==> src/rtl/seg_scan_ctrl_if.sv <==
// Bus between the scan controller and its neighbours: the display word,
// the load strobe and blanking control go in; the per-digit drive for the
// seven_segment decoder and the frame pulse come out.
interface seg_scan_ctrl_if;
  logic        load;
  logic [31:0] value_in;
  logic        blank_lz;
  logic [3:0]  num;
  logic [2:0]  sel;
  logic        blank;
  logic        frame_done;

  // Side that supplies words and reads back the digit drive
  modport master (
    output load, value_in, blank_lz,
    input  num, sel, blank, frame_done
  );

  // The scan controller itself
  modport slave (
    input  load, value_in, blank_lz,
    output num, sel, blank, frame_done
  );
endinterface

==> src/rtl/seg_scan_ctrl.sv <==
// Multiplexed 8-digit hex display scanner. A prescaler steps the digit
// index once every REFRESH_DIV cycles. New words wait in a pending buffer
// and are copied to the display register only when the scan wraps, so a
// frame never mixes digits from two different words.
module seg_scan_ctrl #(
  parameter int REFRESH_DIV = 100000,
  parameter int NUM_DIGITS  = 8
) (
  input  logic              clk,
  input  logic              rst,
  seg_scan_ctrl_if.slave    bus
);

  localparam int          CNT_W    = (REFRESH_DIV > 1) ? $clog2(REFRESH_DIV) : 1;
  localparam logic [CNT_W-1:0] CNT_LAST = CNT_W'(REFRESH_DIV - 1);
  localparam logic [2:0]  SEL_LAST = 3'(NUM_DIGITS - 1);

  logic [CNT_W-1:0] cnt_q, cnt_d;
  logic [2:0]       sel_q, sel_d;
  logic [31:0]      disp_q, disp_d;
  logic [31:0]      pend_q, pend_d;
  logic             pendValid_q, pendValid_d;
  logic [3:0]       num_q, num_d;
  logic             blank_q, blank_d;
  logic             frameDone_q, frameDone_d;
  logic             step;
  logic             boundary;

  // Next-state logic: prescaler, digit index, double buffer and the digit
  // outputs, which are derived from the next sel/display so that digit 0
  // of a new frame already shows the new word.
  always_comb begin
    step        = (cnt_q == CNT_LAST);
    boundary    = step && (sel_q == SEL_LAST);
    cnt_d       = step ? '0 : cnt_q + CNT_W'(1);
    sel_d       = sel_q;
    disp_d      = disp_q;
    pend_d      = pend_q;
    pendValid_d = pendValid_q;

    if (step) begin
      sel_d = (sel_q == SEL_LAST) ? 3'd0 : sel_q + 3'd1;
    end

    if (bus.load) begin
      pend_d = bus.value_in;
    end

    if (boundary) begin
      if (bus.load) begin
        disp_d = bus.value_in;
      end else if (pendValid_q) begin
        disp_d = pend_q;
      end
      pendValid_d = 1'b0;
    end else if (bus.load) begin
      pendValid_d = 1'b1;
    end

    num_d = disp_d[{sel_d, 2'b00} +: 4];

    blank_d = bus.blank_lz && (sel_d != 3'd0);
    for (int i = 0; i < 8; i++) begin
      if ((i < NUM_DIGITS) && (i >= int'(sel_d)) && (disp_d[4*i +: 4] != 4'd0)) begin
        blank_d = 1'b0;
      end
    end

    frameDone_d = boundary;
  end

  // State and output registers with synchronous reset; reset also drops
  // any load presented in the same cycle.
  always_ff @(posedge clk) begin
    if (rst) begin
      cnt_q       <= '0;
      sel_q       <= 3'd0;
      disp_q      <= 32'd0;
      pend_q      <= 32'd0;
      pendValid_q <= 1'b0;
      num_q       <= 4'd0;
      blank_q     <= 1'b0;
      frameDone_q <= 1'b0;
    end else begin
      cnt_q       <= cnt_d;
      sel_q       <= sel_d;
      disp_q      <= disp_d;
      pend_q      <= pend_d;
      pendValid_q <= pendValid_d;
      num_q       <= num_d;
      blank_q     <= blank_d;
      frameDone_q <= frameDone_d;
    end
  end

  assign bus.sel        = sel_q;
  assign bus.num        = num_q;
  assign bus.blank      = blank_q;
  assign bus.frame_done = frameDone_q;

endmodule

==> src/flat_wrapper.sv <==
// flat-port wrapper written by rule: the top's interface ports become plain ports
module seg_scan_ctrl_flat 
#(
  parameter int REFRESH_DIV = 100000,
  parameter int NUM_DIGITS  = 8
)
  (clk, rst, bus_load, bus_value_in, bus_blank_lz, bus_num, bus_sel, bus_blank, bus_frame_done);
  seg_scan_ctrl_if bus_i ();
  input  logic clk;
  input  logic rst;
  input wire logic [$bits(bus_i.load)-1:0] bus_load;
  input wire logic [$bits(bus_i.value_in)-1:0] bus_value_in;
  input wire logic [$bits(bus_i.blank_lz)-1:0] bus_blank_lz;
  output wire logic [$bits(bus_i.num)-1:0] bus_num;
  output wire logic [$bits(bus_i.sel)-1:0] bus_sel;
  output wire logic [$bits(bus_i.blank)-1:0] bus_blank;
  output wire logic [$bits(bus_i.frame_done)-1:0] bus_frame_done;
  assign bus_i.load = bus_load;
  assign bus_i.value_in = bus_value_in;
  assign bus_i.blank_lz = bus_blank_lz;
  assign bus_num = bus_i.num;
  assign bus_sel = bus_i.sel;
  assign bus_blank = bus_i.blank;
  assign bus_frame_done = bus_i.frame_done;
  seg_scan_ctrl #(.REFRESH_DIV(REFRESH_DIV), .NUM_DIGITS(NUM_DIGITS)) u_core (.clk(clk), .rst(rst), .bus(bus_i));
endmodule
==> config.mk <==
export PLATFORM = sky130hd
export DESIGN_NAME = seg_scan_ctrl_flat
export DESIGN_NICKNAME = d
export VERILOG_FILES = /design/src/rtl/seg_scan_ctrl_if.sv /design/src/rtl/seg_scan_ctrl.sv /design/src/flat_wrapper.sv
export SDC_FILE = /design/constraint.sdc
export NUM_CORES = 1
export LEC_CHECK = 0
export BUFFER_PORTS_ARGS = -buffer_cell sky130_fd_sc_hd__buf_2
export CORE_MARGIN = 2
export CORE_UTILIZATION = 47
export DETAILED_ROUTE_END_ITERATION = 8
export PLACE_DENSITY = 0.71
export SYNTH_ARGS = -nofsm -noshare
export SYNTH_HDL_FRONTEND = slang
export SYNTH_SLANG_ARGS = --single-unit
==> constraint.sdc <==
create_clock -name clk -period 3.4 [get_ports clk]
set_input_delay 0.85 -clock clk [delete_from_list [all_inputs] [get_ports clk]]
set_output_delay 0.85 -clock clk [all_outputs]
set_load 0.05 [all_outputs]
======== Word level (Yosys, flattened, before mapping) ========
Index checks and enable logic that the tools add are counted.
storage, ports and cells
  register bits ........................... 91
  input bits .............................. 36
  output and inout bits ................... 9
  word-level logic and storage cells ...... 46
cells by class
  $add $sub $neg .......................... 2
  order comparisons ....................... 7
  equal/unequal tests ..................... 2
  shift-type cells ........................ 1
  multiplexer cells ....................... 5
  reduce and logical (&&, ||, !) cells .... 21
operators with widths
  operator                                                          number
  two-way mux 32 bit                                                3
  nonzero test 4 bit                                                8
  indexed part select 32 x 6 -> 4 bit                               1
  adder 17 x 1 -> 17 bit, second input constant                     1
  equality test 17 bit, second input constant                       1
  greater-or-equal comparator 3 bit, first input constant           3
  logical AND 1 bit                                                 9
  OR reduction 9 bit                                                1
  greater-or-equal comparator 1 x 3 -> 1 bit, first input constant  2
  greater-or-equal comparator 2 x 3 -> 1 bit, first input constant  2
  two-way mux 3 bit                                                 2
  OR reduction 2 bit                                                2
  adder 3 x 1 -> 3 bit, second input constant                       1
  equality test 3 bit, second input constant                        1
  nonzero test 3 bit                                                1

======== Logic depth before layout (Yosys ltp) ========
  word-level depth ........................ 6
  depth in mapped cells ................... 12
  depth with buffers taken out ............ 10

======== Least setup slack after synthesis ========
Ideal clock, no wire load.
  path kind ............................... register -> register
  from .................................... register u_core.sel_q[0], in the netlist u_core.bus.sel[0]
  to ...................................... register u_core.blank_q, in the netlist u_core.bus.blank
  arrival ................................. 2,734 ps
  data required time ...................... 3,340 ps
  slack ................................... 606 ps
  cell stages (with the launch flop) ...... 12
  period minus slack after synthesis ...... 2,794 ps
  cells stage by stage .................... dfxtp_1 ha_1 ha_1 clkbuf_1 nand3_2 buf_6 o22ai_2 nor2_1 nor4_2 nand2_1 nor4_1 o221a_1
between the ends
  word-level cells in the longest chain between the ends .. 6
ends and longest elaborated chain
  what                                                         line                                      RTL
  start: declaration                                           seg_scan_ctrl.sv:19                       logic [2:0] sel_q, sel_d;
  start signal: assignment                                     seg_scan_ctrl.sv:86                       sel_q <= sel_d;
  adder 3 x 1 -> 3 bit or equality test 3 bit (tied branches)  seg_scan_ctrl.sv:42, seg_scan_ctrl.sv:34
  two-way mux 3 bit or logical AND 1 bit (tied branches)       seg_scan_ctrl.sv:42, seg_scan_ctrl.sv:34
  two-way mux 3 bit or two-way mux 32 bit (tied branches)      seg_scan_ctrl.sv:41, seg_scan_ctrl.sv:49
  greater-or-equal comparator 3 bit (tied with other cells)    seg_scan_ctrl.sv:64                       if ((i < NUM_DIGITS) && (i >= int'(sel_d)) && (disp_d[4*i +: 4] != 4'd0)) begin
  logical AND 1 bit                                            seg_scan_ctrl.sv:64
  OR reduction 9 bit (no source line)                          -
  end signal: assignment                                       seg_scan_ctrl.sv:91                       blank_q <= blank_d;
  end: declaration                                             seg_scan_ctrl.sv:24                       logic blank_q, blank_d;
Several ways; a longest one is shown, not always the timed one.
A chain may end at the register's enable or synchronous reset.

======== Final worst setup path ========
  from .................................... register u_core.cnt_q[6]
  to ...................................... register u_core.blank_q, in the netlist u_core.bus.blank
between the ends
  word-level cells in the longest chain between the ends .. 6
ends and longest elaborated chain
  what                                                                                       line                 RTL
  start: declaration                                                                         seg_scan_ctrl.sv:18  logic [CNT_W-1:0] cnt_q, cnt_d;
  start signal: assignment                                                                   seg_scan_ctrl.sv:85  cnt_q <= cnt_d;
  equality test 17 bit *                                                                     seg_scan_ctrl.sv:33  step = (cnt_q == CNT_LAST);
  parallel branches: the longest is 5 deep, another holds greater-or-equal comparator 3 bit  -
Mark *: on every way between the ends.

==> out/summary.log <==
[outcome] result of the run finished, final reports clean
[cts] cts hold-fix bufs 0
[layout] Layout Cells excl Fill 674
[yosys] net count after synthesis 564
[timing] Setup TNS Final 0 ns
[global_routing] via count of the first global-routing pass 3640
[global_routing] Global Route met2 Usage 33.6%
[run] Maximum Capacitance Violations 0
[min_path] number of cells traversed by the worst hold path 1
[worst_setup_path] kind of cell adding the most delay to the critical path simple AND/OR/NAND/NOR gates
[yosys] Post-synth EDFFs 0
[worst_setup_path] buffering stage count on the worst path with inverters included 1
[timing] Post-Route Skew 0.0128 ns
[worst_setup_path] Crit Path Max Fanout 17
[global_routing] first-pass GRT wire length 16700 um
[yosys] combined area of all synthesized cells 0.00434 sq mm
[yosys] flip-flop and latch count after synthesis 91
[cts] clock sink count 91
[yosys] Avg Inst Size Synth 8.27 sq um
[min_path] Min-Delay Startpoint u_core.cnt_q[0]
[timing] time the final worst path needs with I/O delays and setup 3.18 ns
[worst_setup_path] launching element type of the critical path flip-flop
[worst_setup_path] Critical Path, Cell by Cell or4b_1, nor4_4, nand3_4, buf_4, nor2_1, nor3_1, or4_1, a21oi_1, o221a_1
[pwr] highest ir drop seen on vdd 0.242 mV
[die] die area 0.0100 sq mm
[cts] TritonCTS clock tree yes
[global_routing] busiest layer in global routing met2
[detailed_routing] antenna-violating nets left 0
[die] area of the core region 0.00911 sq mm
[cts] clock buffers created by TritonCTS 9
[timing] number of endpoints with negative hold slack in the final report 0
[placement] number of buffers inserted by port buffering 44
[global_routing] met1 demand-to-capacity share in global routing 27.3%
[worst_setup_path] element type at the critical path end flip-flop
[timing] post-route clock period utilization 93.5%
[cts] worst skew pair latency 0.36 ns
[global_routing] largest net degree at the start of global routing 60
[layout] Final Core Density 53.5%
[global_routing] Overflow after GRT 0
[placement] placed cells 659
[die] starting utilization of the core area 47.7%
[cts] clock-pin slew reported for the worst setup and hold paths after clock tree synthesis 0.09 ns
[layout] Filler Cells Inserted 865
[worst_setup_path] flop2flop setup slack 0.22 ns
[cts] count of H-tree levels built during CTS 3
[placement] DP HPWL 7110 um
[timing] worst slew pin tran 0.516 ns
[timing] setup repair after global routing missed its margin no
[layout] share of post-route cells with drive strength above 1 15.1%
[global_routing] global-route met3 utilization 3.13%
[worst_setup_path] endpoint of the worst-slack reg-to-reg timing path u_core.bus.blank
[detailed_routing] DRC 0
[yosys] sequential cell area fraction in the yosys report 41.9%
[global_routing] antenna violations before repair 0
[worst_setup_path] Crit path required time 3.69 ns
[worst_setup_path] Critical R2R Launch u_core.cnt_q[6]
[layout] area added between synthesis and finish 12.2%
[global_routing] Total GRT Usage 20.6%
[yosys] Async SR Flop Fraction 0%
[detailed_routing] number of vias in the routed layout 3847
[yosys] leading register cell type out of synthesis sky130_fd_sc_hd__dfxtp_1
[layout] antenna cell count 0
[yosys] Synth Warn # 0
[detailed_routing] number of DRC markers after the initial detailed-route iteration 253
[worst_setup_path] type of the worst setup path reg2reg
[timing] maximum frequency from static timing analysis 315 MHz
[detailed_routing] number of iterations in the first detailed-routing pass 4
[pwr] total power per unit cell area 424 mW/mm^2
[pwr] Leak 1.96 nW
[yosys] post-synthesis cell count 525
[placement] routability congestion estimate from global placement 0.889
[cts] deepest clock path buffer count 2
[layout] number of nets in the layout 598
[timing] number of setup violations in the final report 0
[min_path] Hold Crit Endpoint u_core.cnt_q[0]
[worst_setup_path] Arr. time, crit path 3.47 ns
[detailed_routing] ratio of routed vias to standard cells 5.71
[worst_setup_path] peak per-stage delay on the critical path 0.60 ns
[cts] Clock Tree Root sky130_fd_sc_hd__clkbuf_8
[timing] number of slew-limit violations in the final report 0
[detailed_routing] drt wl/cell 15.2 um
[yosys] count of cell types in the netlist 53
[worst_setup_path] cell count of the worst reg-to-reg path 9
[worst_setup_path] cell type of the slowest stage on the worst timing path sky130_fd_sc_hd__or4b_1
[die] boundary pin count 45
[timing] remaining max-slew budget at the tightest pin 64.6%
[die] Die Y-Extent 100 um
[die] Die X 100 um
[detailed_routing] routed wire length 10200 um
[min_path] worst min-delay path class reg2reg
[die] Core Rows 35
-- cell type report --
type,count,area (sq um),share of cell area (%)
Multi-Input combinational cell,379,2290,47.0
Tap cell,111,139,2.85
Clock buffer,11,131,2.70
Clock inverter,4,76.3,1.57
Timing Repair Buffer,58,338,6.93
Inverter,20,75.1,1.54
Sequential cell,91,1820,37.4
-- worst max path at each step --
stage | depth (start not counted) | to | startpoint | slack (ns)
after floorplan | 11 | u_core.bus.blank | u_core.bus.sel[0] | 0.61
after global placement | 9 | u_core.bus.blank | u_core.cnt_q[6] | 0.31
after detailed placement | 9 | u_core.bus.blank | u_core.cnt_q[6] | 0.25
after CTS | 9 | u_core.bus.blank | u_core.cnt_q[10] | 0.19
after global routing | 9 | u_core.bus.blank | u_core.cnt_q[10] | 0.009
final | 9 | u_core.bus.blank | u_core.cnt_q[6] | 0.22
-- synthesized netlist by cell type (3+ instances only) --
master | count | area [sq um]
sky130_fd_sc_hd__nand4_1 | 3 | 18.8
sky130_fd_sc_hd__o22ai_2 | 3 | 37.5
sky130_fd_sc_hd__nor3_1 | 26 | 130
sky130_fd_sc_hd__nand3_1 | 8 | 40.0
sky130_fd_sc_hd__nor4_2 | 3 | 37.5
sky130_fd_sc_hd__inv_1 | 20 | 75.1
sky130_fd_sc_hd__buf_4 | 3 | 22.5
sky130_fd_sc_hd__a41oi_1 | 8 | 70.1
sky130_fd_sc_hd__a21o_1 | 3 | 22.5
sky130_fd_sc_hd__buf_6 | 3 | 33.8
sky130_fd_sc_hd__o22a_1 | 8 | 70.1
sky130_fd_sc_hd__buf_2 | 4 | 20.0
sky130_fd_sc_hd__a22oi_1 | 8 | 60.1
sky130_fd_sc_hd__mux2i_1 | 34 | 340
sky130_fd_sc_hd__nor2b_1 | 5 | 31.3
sky130_fd_sc_hd__nor2_1 | 131 | 492
sky130_fd_sc_hd__nor4_1 | 8 | 50.1
sky130_fd_sc_hd__xor2_1 | 9 | 78.8
sky130_fd_sc_hd__o21ai_1 | 4 | 20.0
sky130_fd_sc_hd__clkbuf_1 | 21 | 78.8
sky130_fd_sc_hd__a21oi_1 | 14 | 70.1
sky130_fd_sc_hd__xnor2_1 | 4 | 35.0
sky130_fd_sc_hd__dfxtp_1 | 91 | 1820
sky130_fd_sc_hd__and2_1 | 3 | 18.8
sky130_fd_sc_hd__a31oi_1 | 9 | 56.3
sky130_fd_sc_hd__buf_1 | 4 | 15.0
sky130_fd_sc_hd__ha_1 | 3 | 37.5
sky130_fd_sc_hd__o21ai_0 | 6 | 30.0
sky130_fd_sc_hd__o22ai_1 | 28 | 175
sky130_fd_sc_hd__nand2_1 | 20 | 75.1
-- layer usage --
layer | routed length (um) | share of wire (%)
met5 | 0 | 0
met3 | 456 | 4.5
met2 | 4780 | 47
met1 | 4760 | 46
met4 | 252 | 2.5
-- worst register-to-register path, stage by stage (launching register included) --
cell                      delay (ns)
sky130_fd_sc_hd__dfxtp_1        0.34
sky130_fd_sc_hd__or4b_1         0.60
sky130_fd_sc_hd__nor4_4         0.51
sky130_fd_sc_hd__nand3_4        0.23
sky130_fd_sc_hd__buf_4          0.28
sky130_fd_sc_hd__nor2_1         0.15
sky130_fd_sc_hd__nor3_1         0.08
sky130_fd_sc_hd__or4_1          0.55
sky130_fd_sc_hd__a21oi_1        0.17
sky130_fd_sc_hd__o221a_1        0.20
-- repair_timing --
action                     in CTS  in global routing
setup endpoints to repair       0                  1
gates resized for setup         0                  2
buffers inserted                0                  0
-- state kept, by name, summed over array words and instances (netlist names) --
name	cells
u_core.bus.num	4
u_core.pend_q	32
u_core.pendValid_q	1
u_core.disp_q	32
u_core.bus.blank	1
u_core.bus.sel	3
u_core.bus.frame_done	1
u_core.cnt_q	17
-- cell families (layout without fill, tap and decap cells) --
family / Yosys count / in the layout / synth area share [%]
AND/OR/NAND/NOR: 226 / 226 / 24.4
adder cells (fa/ha/maj): 3 / 3 / 0.864
multiplexers: 36 / 36 / 8.35
buffers and inverters: 55 / 93 / 5.65
flip-flops: 91 / 91 / 41.9
AO/OA/AOI/OAI: 101 / 101 / 16.2
XOR/XNOR: 13 / 13 / 2.62
-- report_power, final --
group          internal [mW]  total, mW  switching, mW
registers               1.09       1.11         0.0168
logic                 0.0723      0.170         0.0980
clock network          0.412      0.786          0.373
-- placed cells by master, fill, tap and decap left out, drive strengths merged, types with 3 or more instances in the layout --
| master | synthesis | routed |
|---|---|---|
| mux2i | 34 | 34 |
| ha | 3 | 3 |
| and2 | 3 | 3 |
| dfxtp | 91 | 91 |
| nor3 | 26 | 26 |
| nand4 | 3 | 3 |
| a22oi | 8 | 8 |
| o22ai | 31 | 31 |
| o21ai | 10 | 10 |
| a31oi | 9 | 9 |
| nand2 | 20 | 20 |
| nor2b | 5 | 5 |
| inv | 20 | 20 |
| buf | 14 | 58 |
| a41oi | 8 | 8 |
| nor2 | 132 | 132 |
| a21oi | 14 | 14 |
| clkbuf | 21 | 11 |
| xor2 | 9 | 9 |
| o22a | 8 | 8 |
| xnor2 | 4 | 4 |
| a21o | 3 | 3 |
| nand3 | 10 | 10 |
| nor4 | 12 | 12 |
-- through the flow --
step | hold slack (ns) | setup WS (ns) | power [mW] | area [sq um]
floorplan | 0.426 | 0.606 | 1.25 | 4340
global placement | 0.443 | 0.315 | 1.30 | 4650
detailed placement | 0.457 | 0.245 | 1.30 | 4650
CTS | 0.473 | 0.186 | 2.07 | 4860
global route | 0.499 | 0.00886 | 2.14 | 4870
finish | 0.475 | 0.222 | 2.06 | 4870
No activity file was read; power rests on OpenSTA's default activity.
